File: src/rtl/tdm_pkg.sv
// Shared types and sizes for the 4-slot TDM receive path.
package tdm_pkg;

   localparam int N_SLOTS   = 4;
   localparam int SLOT_W    = 2;
   localparam int ERR_CNT_W = 3;

   typedef enum logic {
      HUNT   = 1'b0,
      LOCKED = 1'b1
   } state_t;

   // Returns shadow with bit idx replaced by b; idx outside 0..N_SLOTS-2 leaves it untouched.
   function automatic logic [N_SLOTS-2:0] shadow_put(
      input logic [N_SLOTS-2:0] shadow,
      input logic [SLOT_W-1:0]  idx,
      input logic               b
   );
      logic [N_SLOTS-2:0] res;
      res = shadow;
      case (idx)
         2'd0:    res[0] = b;
         2'd1:    res[1] = b;
         2'd2:    res[2] = b;
         default: res    = shadow;
      endcase
      return res;
   endfunction

endpackage

File: src/rtl/tdm_slot_ctr.sv
// Slot position counter: wraps 3->0, can be cleared or realigned to slot 1.
// Updates one cycle after the request; clear wins over load, load over advance.
module tdm_slot_ctr
   import tdm_pkg::*;
(
   input  logic              clk,
   input  logic              rst,
   input  logic              clr,
   input  logic              load1,
   input  logic              adv,
   output logic [SLOT_W-1:0] sel
);

   always_ff @(posedge clk) begin
      if (rst) begin
         sel <= '0;
      end else if (clr) begin
         sel <= '0;
      end else if (load1) begin
         sel <= SLOT_W'(1);
      end else if (adv) begin
         sel <= sel + SLOT_W'(1);
      end
   end

endmodule

File: src/rtl/tdm_demux4.sv
// 4-slot TDM receiver: serial bits -> 4-bit word with one-cycle valid pulse; lock/error tracking.
// Word appears the cycle after the slot-3 beat; no backpressure, din_valid=0 cycles stall everything.
module tdm_demux4
   import tdm_pkg::*;
#(
   parameter int ERR_LIMIT = 2
)(
   input  logic               clk,
   input  logic               rst,
   input  logic               din,
   input  logic               din_valid,
   input  logic               frame,
   output logic [SLOT_W-1:0]  sel,
   output logic [N_SLOTS-1:0] out,
   output logic               out_valid,
   output logic               locked,
   output logic               sync_err
);

   localparam logic [ERR_CNT_W:0] LIMIT = ERR_LIMIT[ERR_CNT_W:0];

   state_t                 state, state_nxt;
   logic [N_SLOTS-2:0]     shadow, shadow_nxt;
   logic [ERR_CNT_W-1:0]   err_cnt, err_nxt, err_sat;
   logic [N_SLOTS-1:0]     out_nxt;
   logic                   out_valid_nxt, sync_err_nxt;
   logic                   ctr_clr, ctr_load1, ctr_adv;
   logic                   limit_hit;

   tdm_slot_ctr u_slot_ctr (
      .clk   (clk),
      .rst   (rst),
      .clr   (ctr_clr),
      .load1 (ctr_load1),
      .adv   (ctr_adv),
      .sel   (sel)
   );

   // Error count after this error, saturating at all-ones.
   assign err_sat   = (err_cnt == '1) ? err_cnt : err_cnt + ERR_CNT_W'(1);
   assign limit_hit = ({1'b0, err_cnt} + (ERR_CNT_W+1)'(1)) >= LIMIT;

   always_comb begin
      state_nxt     = state;
      shadow_nxt    = shadow;
      err_nxt       = err_cnt;
      out_nxt       = out;
      out_valid_nxt = 1'b0;
      sync_err_nxt  = 1'b0;
      ctr_clr       = 1'b0;
      ctr_load1     = 1'b0;
      ctr_adv       = 1'b0;

      if (din_valid) begin
         case (state)
            HUNT: begin
               if (frame) begin
                  shadow_nxt = shadow_put(shadow, 2'd0, din);
                  ctr_load1  = 1'b1;
                  err_nxt    = '0;
                  state_nxt  = LOCKED;
               end
            end

            LOCKED: begin
               if (frame) begin
                  if (sel == 2'd0) begin
                     shadow_nxt = shadow_put(shadow, 2'd0, din);
                     ctr_load1  = 1'b1;
                  end else begin
                     // Early frame: drop the partial word, realign unless the limit is reached.
                     sync_err_nxt = 1'b1;
                     err_nxt      = err_sat;
                     if (!limit_hit) begin
                        shadow_nxt = shadow_put(shadow, 2'd0, din);
                        ctr_load1  = 1'b1;
                     end else begin
                        ctr_clr   = 1'b1;
                        state_nxt = HUNT;
                     end
                  end
               end else begin
                  if (sel == 2'd0) begin
                     sync_err_nxt = 1'b1;
                     err_nxt      = err_sat;
                     if (limit_hit) begin
                        state_nxt = HUNT;
                     end
                  end else if (sel == 2'd3) begin
                     out_nxt       = {din, shadow};
                     out_valid_nxt = 1'b1;
                     err_nxt       = '0;
                     ctr_adv       = 1'b1;
                  end else begin
                     shadow_nxt = shadow_put(shadow, sel, din);
                     ctr_adv    = 1'b1;
                  end
               end
            end

            default: state_nxt = HUNT;
         endcase
      end
   end

   always_ff @(posedge clk) begin
      if (rst) begin
         state     <= HUNT;
         shadow    <= '0;
         err_cnt   <= '0;
         out       <= '0;
         out_valid <= 1'b0;
         sync_err  <= 1'b0;
      end else begin
         state     <= state_nxt;
         shadow    <= shadow_nxt;
         err_cnt   <= err_nxt;
         out       <= out_nxt;
         out_valid <= out_valid_nxt;
         sync_err  <= sync_err_nxt;
      end
   end

   // state is a single flop with LOCKED encoded as 1, so this is a direct register output.
   assign locked = (state == LOCKED);

endmodule

File: config.mk
export PLATFORM = sky130hd
export DESIGN_NAME = tdm_demux4
export DESIGN_NICKNAME = d
export VERILOG_FILES = /design/src/rtl/tdm_pkg.sv /design/src/rtl/tdm_slot_ctr.sv /design/src/rtl/tdm_demux4.sv
export SDC_FILE = /design/constraint.sdc
export NUM_CORES = 1
export LEC_CHECK = 0
export ABC_CLOCK_PERIOD_IN_PS = 1800
export CAP_MARGIN = 20
export CORE_ASPECT_RATIO = 1.4
export CORE_MARGIN = 2
export CORE_UTILIZATION = 35
export DETAILED_ROUTE_END_ITERATION = 6
export SLEW_MARGIN = 15
export SYNTH_ARGS = -nofsm -noshare
export SYNTH_HDL_FRONTEND = slang
export SYNTH_SLANG_ARGS = --single-unit
File: constraint.sdc
create_clock -name clk -period 1.8 [get_ports clk]
set_input_delay 0.27 -clock clk [delete_from_list [all_inputs] [get_ports clk]]
set_output_delay 0.27 -clock clk [all_outputs]
set_load 0.02 [all_outputs]
==> summary.txt <==
status: completed
core area: 0.002365 sq mm
post-layout min period: 1.647 ns
WHS: 0.4633 ns
Max FO, Critical Path: 4
final setup violating endpoints: 0
most numerous cell in the Yosys netlist: dfxtp_1
worst-path cell chain: ha_1, inv_1, ha_1, nor2_2, nand3_1, or4b_1, nand3_1
setup_tns: 0 ns
Nets: 133
ANT nets after route: 0
DP HPWL: 1.353 mm
io pins: 14
post-synthesis sequential area ratio: 0.3504
CTS Sinks: 15
post-synth top area cell: dfxtp_1
Max Cap Violations: 0
most frequent cells after synthesis: 15 x dfxtp_1, 12 x nor2_1, 11 x inv_1, 9 x ha_1
Mapped Avg Cell Area: 8.836 sq um
pre-CTS worst setup slack: 0.09745 ns
fin cells: 141
Worst VDD drop: 305.7 uV
pin count of the biggest net entering global routing: 11
Worst-Margin Slew: 0.2737 ns
Pins Over Slew Limit: 0
Die W: 45.82 um
ys flop type: dfxtp_1
Final Hold Fails: 0
area grow syn2layout: 26.57%
post-synth cell types: 29
Die Height: 62.55 um
Critical Path AT: 1.88 ns
cell total after placement: 136
P_leak: 0.4960 nW
CP Capture Type: flip-flop
GR Overflow Total: 0
WS Path Type: flip-flop to flip-flop
worst hold path type: flip-flop to flip-flop
Port Buffer Count: 13
DRC viols: 0
cell count after synthesis: 97
Max Freq: 607.2 MHz
Syn. warnings: 0
post-synth top area share: 0.3504
starting density of the core: 0.3624
CP required: 2.03 ns
asr flop ratio synth: 0
wire per inst: 12.63 um
final wirelength: 1.781 mm
Worst R2R Path Depth: 7
startpoint types: flip-flop
drt pass-1 iters: 4
H-tree depth: 1
number of synthesized register bits: 15
unrepaired setup endpoints after global routing: false
Final WS setup: 0.1531 ns
Tot GR Track Use: 0.1409
die area: 0.002866 sq mm
std cell rows: 21
1st-iter DRT viols: 29
root buf cell: clkbuf_4
Clk Latency, worst-skew pair: 0.29 ns
Vias/cell: 5.355
first-pass GRT wire length: 3.036 mm
Post-Syn Nets: 111
total number of vias: 755
CTS tree: built
clock buffer depth: 2
number of synthesized flops with an enable pin: 0
skew final: 0.01052 ns
antenna violations before repair: 0
Slowest-stage cell, CP: or4b_1
Cell Pwr Density: 623.2 mW/mm^2
worst-case headroom to the max-slew limit: 0.8170
Placer Congestion: 0.8238
CTS buffer count: 3
Syn Std Cell Area: 857.1 sq um
final core utilization: 0.4587
clock slew at reported path FFs: 0.08 ns
Ant. Diodes: 0
number of global-route vias before repair: 713
hold depth: 2
post-route clock period utilization: 0.9149
layout cells sized above 1: 0.1610
slowest stage delay, CP: 0.47 ns
largest cells by area after synthesis: dfxtp_1 35%, ha_1 13%, mux2i_1 9.3%
==> critical path: cells and delay by family (launching register included) <==
family,cells,cell delay (ns)
buf+inv,1,0.05
flops,1,0.37
simple gates,4,0.74
fa+ha+maj,2,0.44
==> power by group <==
group,switching (mW),internal [mW]
Combinational,0.0700,0.0583
Sequential,0.00754,0.342
Clock,0.112,0.0861
Total,0.190,0.486
==> layout make-up <==
type	count	area, sq um
Clock buffer	4	26.28
Inverter	11	41.29
Fill cell	238	1280
Multi-Input combinational cell	67	493.0
Sequential cell	15	305.3
Tap cell	23	28.78
Timing Repair Buffer	21	190.2
==> metal layers <==
metal,vias to the layer above,track usage,wire length [um]
met4,0,0.08571,39
met3,5,0.02890,143
met5,-,0,0
li1,372,-,-
met2,43,0.2201,851
met1,335,0.1684,746
==> logic make-up (layout without fill, tap and decap cells) <==
group	Yosys count	count (layout)	synth area share
simple gates	39	39	0.2453
buf+inv	15	36	0.08028
compound gates	9	9	0.07884
mux	8	8	0.09343
xor+xnor	2	2	0.02044
flops	15	15	0.3504
fa+ha+maj	9	9	0.1314
==> registers in the layout, indices dropped and copies added (netlist names) <==
register        count
out_valid           1
u_slot_ctr.sel      2
err_cnt             3
shadow              3
locked              1
out                 4
sync_err            1
==> path summary, 6_finish.rpt <==
kind                            slack (ns)        from         to
worst min register to register        0.46   shadow[2]  shadow[2]
worst min-delay path                  0.46   shadow[2]  shadow[2]
worst max register to register        0.15  err_cnt[0]  shadow[0]
worst max-delay path                  0.15  err_cnt[0]  shadow[0]
==> cell usage in the layout (no fill, tap or decap) <==
cell type,count
dfxtp_1,13
clkdlybuf4s50_1,13
inv_1,11
nor2_1,11
nand2_1,8
mux2i_1,8
ha_1,8
buf_4,8
nand3_1,5
nor3_1,3
nand4_1,3
clkbuf_4,3
a311oi_1,2
a31oi_1,2
o21ai_1,2
nor3b_1,1
and2_1,1
nor2_2,1
and2b_1,1
xnor2_1,1
a21boi_1,1
nor3b_2,1
o211ai_2,1
xor2_1,1
a211oi_1,1
nand2_4,1
or4b_1,1
nor4b_1,1
nor4_2,1
ha_2,1
clkbuf_1,1
dfxtp_4,1
dfxtp_2,1
==> stage by stage <==
step                      power [mW]  area (sq um)
after floorplan               0.4330         857.1
after global placement        0.4795          1041
after detailed placement      0.4806          1041
after CTS                     0.6796          1067
after global routing          0.7085          1085
final                         0.6760          1085
==> what timing repair did <==
item / in CTS / in global routing
hold buffers: 0 / 0
endpoints found under the setup margin: 0 / 3
resized for setup: 0 / 5
setup buffers: 0 / 1
Power figures use the tool's default switching activity.
